[config.mk]
export PLATFORM = sky130hd
export DESIGN_NAME = bcd_conv_arbiter
export DESIGN_NICKNAME = d
export VERILOG_FILES = /design/src/rtl/bcd_pkg.sv /design/src/rtl/bcd_dabble.sv /design/src/rtl/bcd_conv_arbiter.sv
export SDC_FILE = /design/constraint.sdc
export NUM_CORES = 1
export LEC_CHECK = 0
export CORE_MARGIN = 3
export CORE_UTILIZATION = 30
export DETAILED_ROUTE_END_ITERATION = 12
export GPL_ROUTABILITY_DRIVEN = 0
export PLACE_DENSITY_LB_ADDON = 0.05
export SETUP_SLACK_MARGIN = 0.2
export SYNTH_ARGS = -nofsm -noshare
export SYNTH_HDL_FRONTEND = slang
export SYNTH_SLANG_ARGS = --single-unit
[constraint.sdc]
create_clock -name clk -period 2.85 [get_ports clk]
set_input_delay 0.57 -clock clk [delete_from_list [all_inputs] [get_ports clk]]
set_output_delay 0.57 -clock clk [all_outputs]
set_load 0.1 [all_outputs]
[src/rtl/bcd_pkg.sv]
// Shared types and helpers for the BCD conversion arbiter.
// Build option: define BCD_BLANK_EN to blank leading zero digits of dout.
package bcd_pkg;

    typedef enum logic [1:0] {
        IDLE,
        CONV,
        DONE
    } state_t;

    // 7-segment blank code substituted for suppressed leading zeros
    localparam logic [3:0] BCD_BLANK = 4'hF;

    // Width of a counter that must hold 0 .. w-1
    function automatic int unsigned cnt_width(input int unsigned w);
        int unsigned n;
        n = 1;
        for (int unsigned k = 1; k < 32; k++) begin
            if ((32'd1 << n) < w) n = k + 1;
        end
        return n;
    endfunction

    // True when every w-bit value fits in nd decimal digits
    function automatic bit bcd_fits(input int unsigned w, input int unsigned nd);
        longint unsigned p10;
        p10 = 1;
        for (int unsigned k = 0; k < nd; k++) p10 = p10 * 10;
        return (((64'd1 << w) - 64'd1) < p10);
    endfunction

endpackage

[src/rtl/bcd_dabble.sv]
// Iterative shift-add-3 binary-to-BCD core, one bit per clock.
// done/bcd are valid in the cycle whose closing edge performs the final shift.
module bcd_dabble
    import bcd_pkg::*;
#(
    parameter int unsigned W  = 8,
    parameter int unsigned ND = 3
) (
    input  logic            clk,
    input  logic            rst_n,
    input  logic            start,
    input  logic [W-1:0]    bin,
    output logic            done,
    output logic [ND*4-1:0] bcd
);

    localparam int unsigned CW = cnt_width(W);

    logic [W-1:0]    r_bin;
    logic [ND*4-1:0] r_bcd;
    logic [CW-1:0]   r_cnt;
    logic            r_run;

    logic [ND*4-1:0] w_adj;
    logic [ND*4-1:0] w_bcd_nxt;
    logic [W-1:0]    w_bin_nxt;

    // Add 3 to every digit >= 5, then shift {bcd, bin} left by one
    always_comb begin
        w_adj = r_bcd;
        for (int unsigned d = 0; d < ND; d++) begin
            if (r_bcd[d*4 +: 4] >= 4'd5) w_adj[d*4 +: 4] = r_bcd[d*4 +: 4] + 4'd3;
        end
        {w_bcd_nxt, w_bin_nxt} = {w_adj, r_bin} << 1;
    end

    assign done = r_run && (r_cnt == CW'(W - 1));
    assign bcd  = w_bcd_nxt;

    // Shift register and bit counter; start reloads and clears the accumulator
    always_ff @(posedge clk or negedge rst_n) begin
        if (!rst_n) begin
            r_bin <= '0;
            r_bcd <= '0;
            r_cnt <= '0;
            r_run <= 1'b0;
        end else if (start) begin
            r_bin <= bin;
            r_bcd <= '0;
            r_cnt <= '0;
            r_run <= 1'b1;
        end else if (r_run) begin
            r_bin <= w_bin_nxt;
            r_bcd <= w_bcd_nxt;
            r_cnt <= r_cnt + 1'b1;
            if (done) r_run <= 1'b0;
        end
    end

endmodule

[src/rtl/bcd_conv_arbiter.sv]
// Round-robin arbiter sharing one bcd_dabble among NREQ requesters.
// Build option: define BCD_BLANK_EN to replace leading zero digits with 4'hF.
module bcd_conv_arbiter
    import bcd_pkg::*;
#(
    parameter int unsigned NREQ = 3,
    parameter int unsigned W    = 8,
    parameter int unsigned ND   = 3
) (
    input  logic                    clk,
    input  logic                    rst_n,
    input  logic [NREQ-1:0]         req,
    input  logic [NREQ*W-1:0]       bin_flat,
    output logic [NREQ-1:0]         ack,
    output logic [ND*4-1:0]         dout,
    output logic [$clog2(NREQ)-1:0] dout_id,
    output logic                    dout_valid,
    output logic                    busy
);

    localparam int unsigned IW = $clog2(NREQ);

    if (!bcd_fits(W, ND)) begin : g_bad_cfg
        $error("bcd_conv_arbiter: 2**W-1 does not fit in ND BCD digits");
    end

    state_t          r_state;
    state_t          w_state_nxt;
    logic [IW-1:0]   r_last;
    logic [IW-1:0]   w_gnt;
    logic            w_found;
    logic            w_start;
    logic            w_done;
    logic [ND*4-1:0] w_bcd;
    logic [ND*4-1:0] w_dout_nxt;
    logic [NREQ-1:0] r_ack;
    logic            r_valid;
    logic [ND*4-1:0] r_dout;
    logic [IW-1:0]   r_id;

`ifdef BCD_BLANK_EN
    // Blank zero digits from the most significant down; digit 0 always shown
    function automatic logic [ND*4-1:0] blank_lead(input logic [ND*4-1:0] v);
        logic lead;
        lead       = 1'b1;
        blank_lead = v;
        for (int unsigned d = ND - 1; d >= 1; d--) begin
            if (lead && (v[d*4 +: 4] == 4'd0)) blank_lead[d*4 +: 4] = BCD_BLANK;
            else lead = 1'b0;
        end
    endfunction
    assign w_dout_nxt = blank_lead(w_bcd);
`else
    assign w_dout_nxt = w_bcd;
`endif

    // Round-robin pick: first requester searching upward from last+1, wrapping
    always_comb begin
        w_gnt   = r_last;
        w_found = 1'b0;
        for (int unsigned k = 1; k <= NREQ; k++) begin
            if (!w_found && req[(32'(r_last) + k) % NREQ]) begin
                w_gnt   = IW'((32'(r_last) + k) % NREQ);
                w_found = 1'b1;
            end
        end
    end

    // State register
    always_ff @(posedge clk or negedge rst_n) begin
        if (!rst_n) r_state <= IDLE;
        else        r_state <= w_state_nxt;
    end

    // Next-state logic
    always_comb begin
        w_state_nxt = r_state;
        case (r_state)
            IDLE:    if (w_found) w_state_nxt = CONV;
            CONV:    if (w_done)  w_state_nxt = DONE;
            DONE:    w_state_nxt = IDLE;
            default: w_state_nxt = IDLE;
        endcase
    end

    // State-decoded controls
    always_comb begin
        busy    = (r_state != IDLE);
        w_start = (r_state == IDLE) && w_found;
    end

    // Round-robin pointer; also identifies the grant while converting
    always_ff @(posedge clk or negedge rst_n) begin
        if (!rst_n)       r_last <= IW'(NREQ - 1);
        else if (w_start) r_last <= w_gnt;
    end

    bcd_dabble #(
        .W  (W),
        .ND (ND)
    ) u_dabble (
        .clk   (clk),
        .rst_n (rst_n),
        .start (w_start),
        .bin   (bin_flat[32'(w_gnt)*W +: W]),
        .done  (w_done),
        .bcd   (w_bcd)
    );

    // Result registers load on the final shift edge, so they are valid during DONE
    always_ff @(posedge clk or negedge rst_n) begin
        if (!rst_n) begin
            r_ack   <= '0;
            r_valid <= 1'b0;
            r_dout  <= '0;
            r_id    <= '0;
        end else begin
            r_ack   <= '0;
            r_valid <= 1'b0;
            if ((r_state == CONV) && w_done) begin
                r_ack   <= NREQ'(1) << r_last;
                r_valid <= 1'b1;
                r_dout  <= w_dout_nxt;
                r_id    <= r_last;
            end
        end
    end

    assign ack        = r_ack;
    assign dout_valid = r_valid;
    assign dout       = r_dout;
    assign dout_id    = r_id;

endmodule

==> summary.txt <==
Floorplanning
  • Die X: 101 µm
  • Die height: 101 µm
  • # IOs: 48
  • Initial Util: 0.318
  • Die ar.: 10,100 µm²
  • Core Area: 8460 µm²
  • Cell Rows: 33

Worst setup path
  • Most frequent cell on the critical path: inv_1
  • Slowest-stage cell, CP: dfstp_2
  • R2R setup slack: 0.37 ns
  • Critical-path cell list: inv_1 -> ha_1 -> buf_4 -> inv_1 -> a2bb2oi_4 -> a41oi_4 -> mux2_4 -> a22oi_2 -> a21oi_2
  • Crit path max fanout: 8
  • Worst path required time: 3.04 ns
  • Family with the most delay on the worst path: compound AO/OA/AOI/OAI gates
  • CP endpoint kind: flop
  • Critical path class: flop to flop
  • FF-to-FF End: u_dabble.r_bin[0]
  • R2R cell count: 9
  • Reg-to-reg startpoint: r_last[1]
  • Startpoint Class: flop
  • Buf/Inv on CP: 3
  • Arr. time, crit path: 2.67 ns
  • Max stage delay on crit path: 0.54 ns

Clock tree
  • Htree depth: 2
  • CTS tree: built
  • Maximum buffer depth of the clock tree: 2
  • Sinks on Clock Net: 46
  • Later-pin clock latency in the skew report: 0.30 ns
  • Clock transition at the registers of the reported paths: 0.09 ns
  • Clock Tree Root: clkbuf_8
  • CTS Buf Count: 5

Run
  • Maxcap violations: 0

Place
  • PortBufs: 47
  • Placed wire-length estimate: 4.14 mm
  • Dpl ws: 0.0912 ns

Timing
  • Slew Limit Headroom: 0.700
  • Setup violators final: 0
  • RSZ-0062 raised after global routing: false
  • Final Hold Fails: 0
  • Tmin final: 2.48 ns
  • Fmax: 404 MHz
  • Setup WS post-layout: 0.374 ns
  • Measured slew at the worst slew-check pin: 0.449 ns
  • Fin Hold WS: 0.210 ns
  • Total negative slack: 0 ns
  • Period Utilization, post-route: 0.869
  • Max-slew violations: 0
  • Worst Skew: 0.00646 ns

Synthesis
  • Count of cell types in the netlist: 48
  • Sequential fraction of the synthesis area: 0.428
  • Synth top area share: 0.418
  • Synth Area per Inst: 9.86 µm²
  • Syn Nets: 315
  • Synth Cell Area: 2690 µm²
  • Top cells by count, synth: 48 x nand2_1, 45 x dfrtp_1, 18 x nor2_1
  • Synth Register Bits: 46
  • Count leader, synth: nand2_1
  • Cells after synthesis: 273
  • Area contributors post-synth: dfrtp_1 42%, nand2_1 6.7%, ha_1 6.0%
  • Synth warnings: 0
  • Synth Flop Type: dfrtp_1
  • FFs w/ async S/R, synth: 1.00
  • Post-synth EDFFs: 0
  • Leading area contributor after synthesis: dfrtp_1

Global routing
  • Met1 Track Usage GR: 0.160
  • GR peak layer: met2
  • Initial antenna violation count: 0
  • First-pass GRT wire length: 9.95 mm
  • Global Route met3 Usage: 0.0263
  • Total gr overflow: 0
  • Met2 Use GR: 0.204
  • Vias in the first global route: 2,048
  • GRT Total Usage: 0.122
  • Largest net degree at the start of global routing: 37

Routing
  • WL/cell: 13.5 µm
  • DRC violations left: 0
  • Initial DRC count: 54
  • Routed wire length: 5.85 mm
  • Vias per cell: 4.76
  • Vias: 2,058
  • Post-DRT Antenna Nets: 0
  • 1st-pass router iterations: 4

Layout
  • Layout fillers: 855
  • Area of the multi-input gates: 1420 µm²
  • Post-layout net count: 368
  • Reg area: 1150 µm²
  • Diodes inserted: 0
  • Area grow syn2layout: 26.7%
  • Layout cell share with drive strength beyond 1: 0.208

Run status
  • Status: completed

Min path
  • Worst hold-check path type: input port to asynchronous set/reset pin
## cell type report
type | instances | area share
multi-input cells | 198 | 0.416
flip-flops and latches | 46 | 0.338
repair buffers | 60 | 0.158
well taps | 105 | 0.0385
clock buffers | 6 | 0.0213
inverters | 15 | 0.0165
clock inverters | 2 | 0.0110
## worst max path at each step
| stage | depth (start not counted) | start | end |
|---|---|---|---|
| 2_1_floorplan | 10 | r_last[1] | u_dabble.r_bin[0] |
| 3_3_place_gp | 8 | req[1] | u_dabble.r_bin[0] |
| 3_5_place_dp | 8 | req[1] | u_dabble.r_bin[2] |
| 4_1_cts | 9 | r_last[1] | u_dabble.r_bin[2] |
| 5_1_grt | 9 | r_last[1] | u_dabble.r_bin[0] |
| 6_report | 9 | r_last[1] | u_dabble.r_bin[0] |
## flip-flops by register name (all words and copies together) (netlist names)
signal / cells
ack: 3
dout: 12
dout_id: 2
dout_valid: 1
r_last: 2
r_state: 2
u_dabble.r_bcd: 12
u_dabble.r_bin: 8
u_dabble.r_cnt: 3
u_dabble.r_run: 1
## layout by cell type, fill, tap and decap left out, drive strengths merged, types with 2 or more instances in the layout
| cell | instances |
|---|---|
| nand2 | 49 |
| dfrtp | 45 |
| buf | 33 |
| clkdlybuf4s50 | 27 |
| nor2 | 18 |
| a21oi | 15 |
| inv | 14 |
| mux2i | 14 |
| o21ai | 13 |
| ha | 13 |
| mux2 | 10 |
| a211oi | 9 |
| a31oi | 9 |
| nor2b | 7 |
| nor3b | 6 |
| clkbuf | 6 |
| nand3 | 4 |
| xnor2 | 4 |
| and2 | 3 |
| nand2b | 3 |
| a22oi | 3 |
| o2111ai | 2 |
| a41oi | 2 |
| a31o | 2 |
## cell families (layout without fill, tap and decap cells)
group | count (synthesis) | in the layout | synth area share
AOI/OAI and AO/OA | 61 | 61 | 0.179
adders and majority gates | 13 | 13 | 0.0604
and+or+nand+nor | 96 | 96 | 0.168
buffers and inverters | 29 | 83 | 0.0516
xor gates and xnor gates | 4 | 4 | 0.0130
muxes | 24 | 24 | 0.0999
DFF | 46 | 46 | 0.428
## through the flow
step	cell area (µm²)	cells	utilization
3_5_place_dp	3260	421	0.385
5_1_grt	3410	432	0.403
2_1_floorplan	2690	273	-
3_3_place_gp	3260	421	0.385
6_report	3410	432	0.403
4_1_cts	3370	429	0.398
## routing by layer
| metal | vias to the layer above | part of all wire | routed length, µm |
|---|---|---|---|
| li1 | 1050 | - | - |
| met1 | 975 | 0.48 | 2780 |
| met2 | 29 | 0.48 | 2800 |
| met3 | 4 | 0.038 | 223 |
| met4 | 0 | 0.0075 | 44 |
| met5 | - | 0 | 0 |
## timing repair
| action | in CTS | in global routing |
|---|---|---|
| gates resized for setup | 0 | 5 |
| endpoints found under the setup margin | 0 | 8 |
| hold buffers | 0 | 0 |
| setup buffers | 0 | 3 |
Power is not shown: default switching activity piles up to over one toggle a cycle in this logic, so the estimate is an artifact.
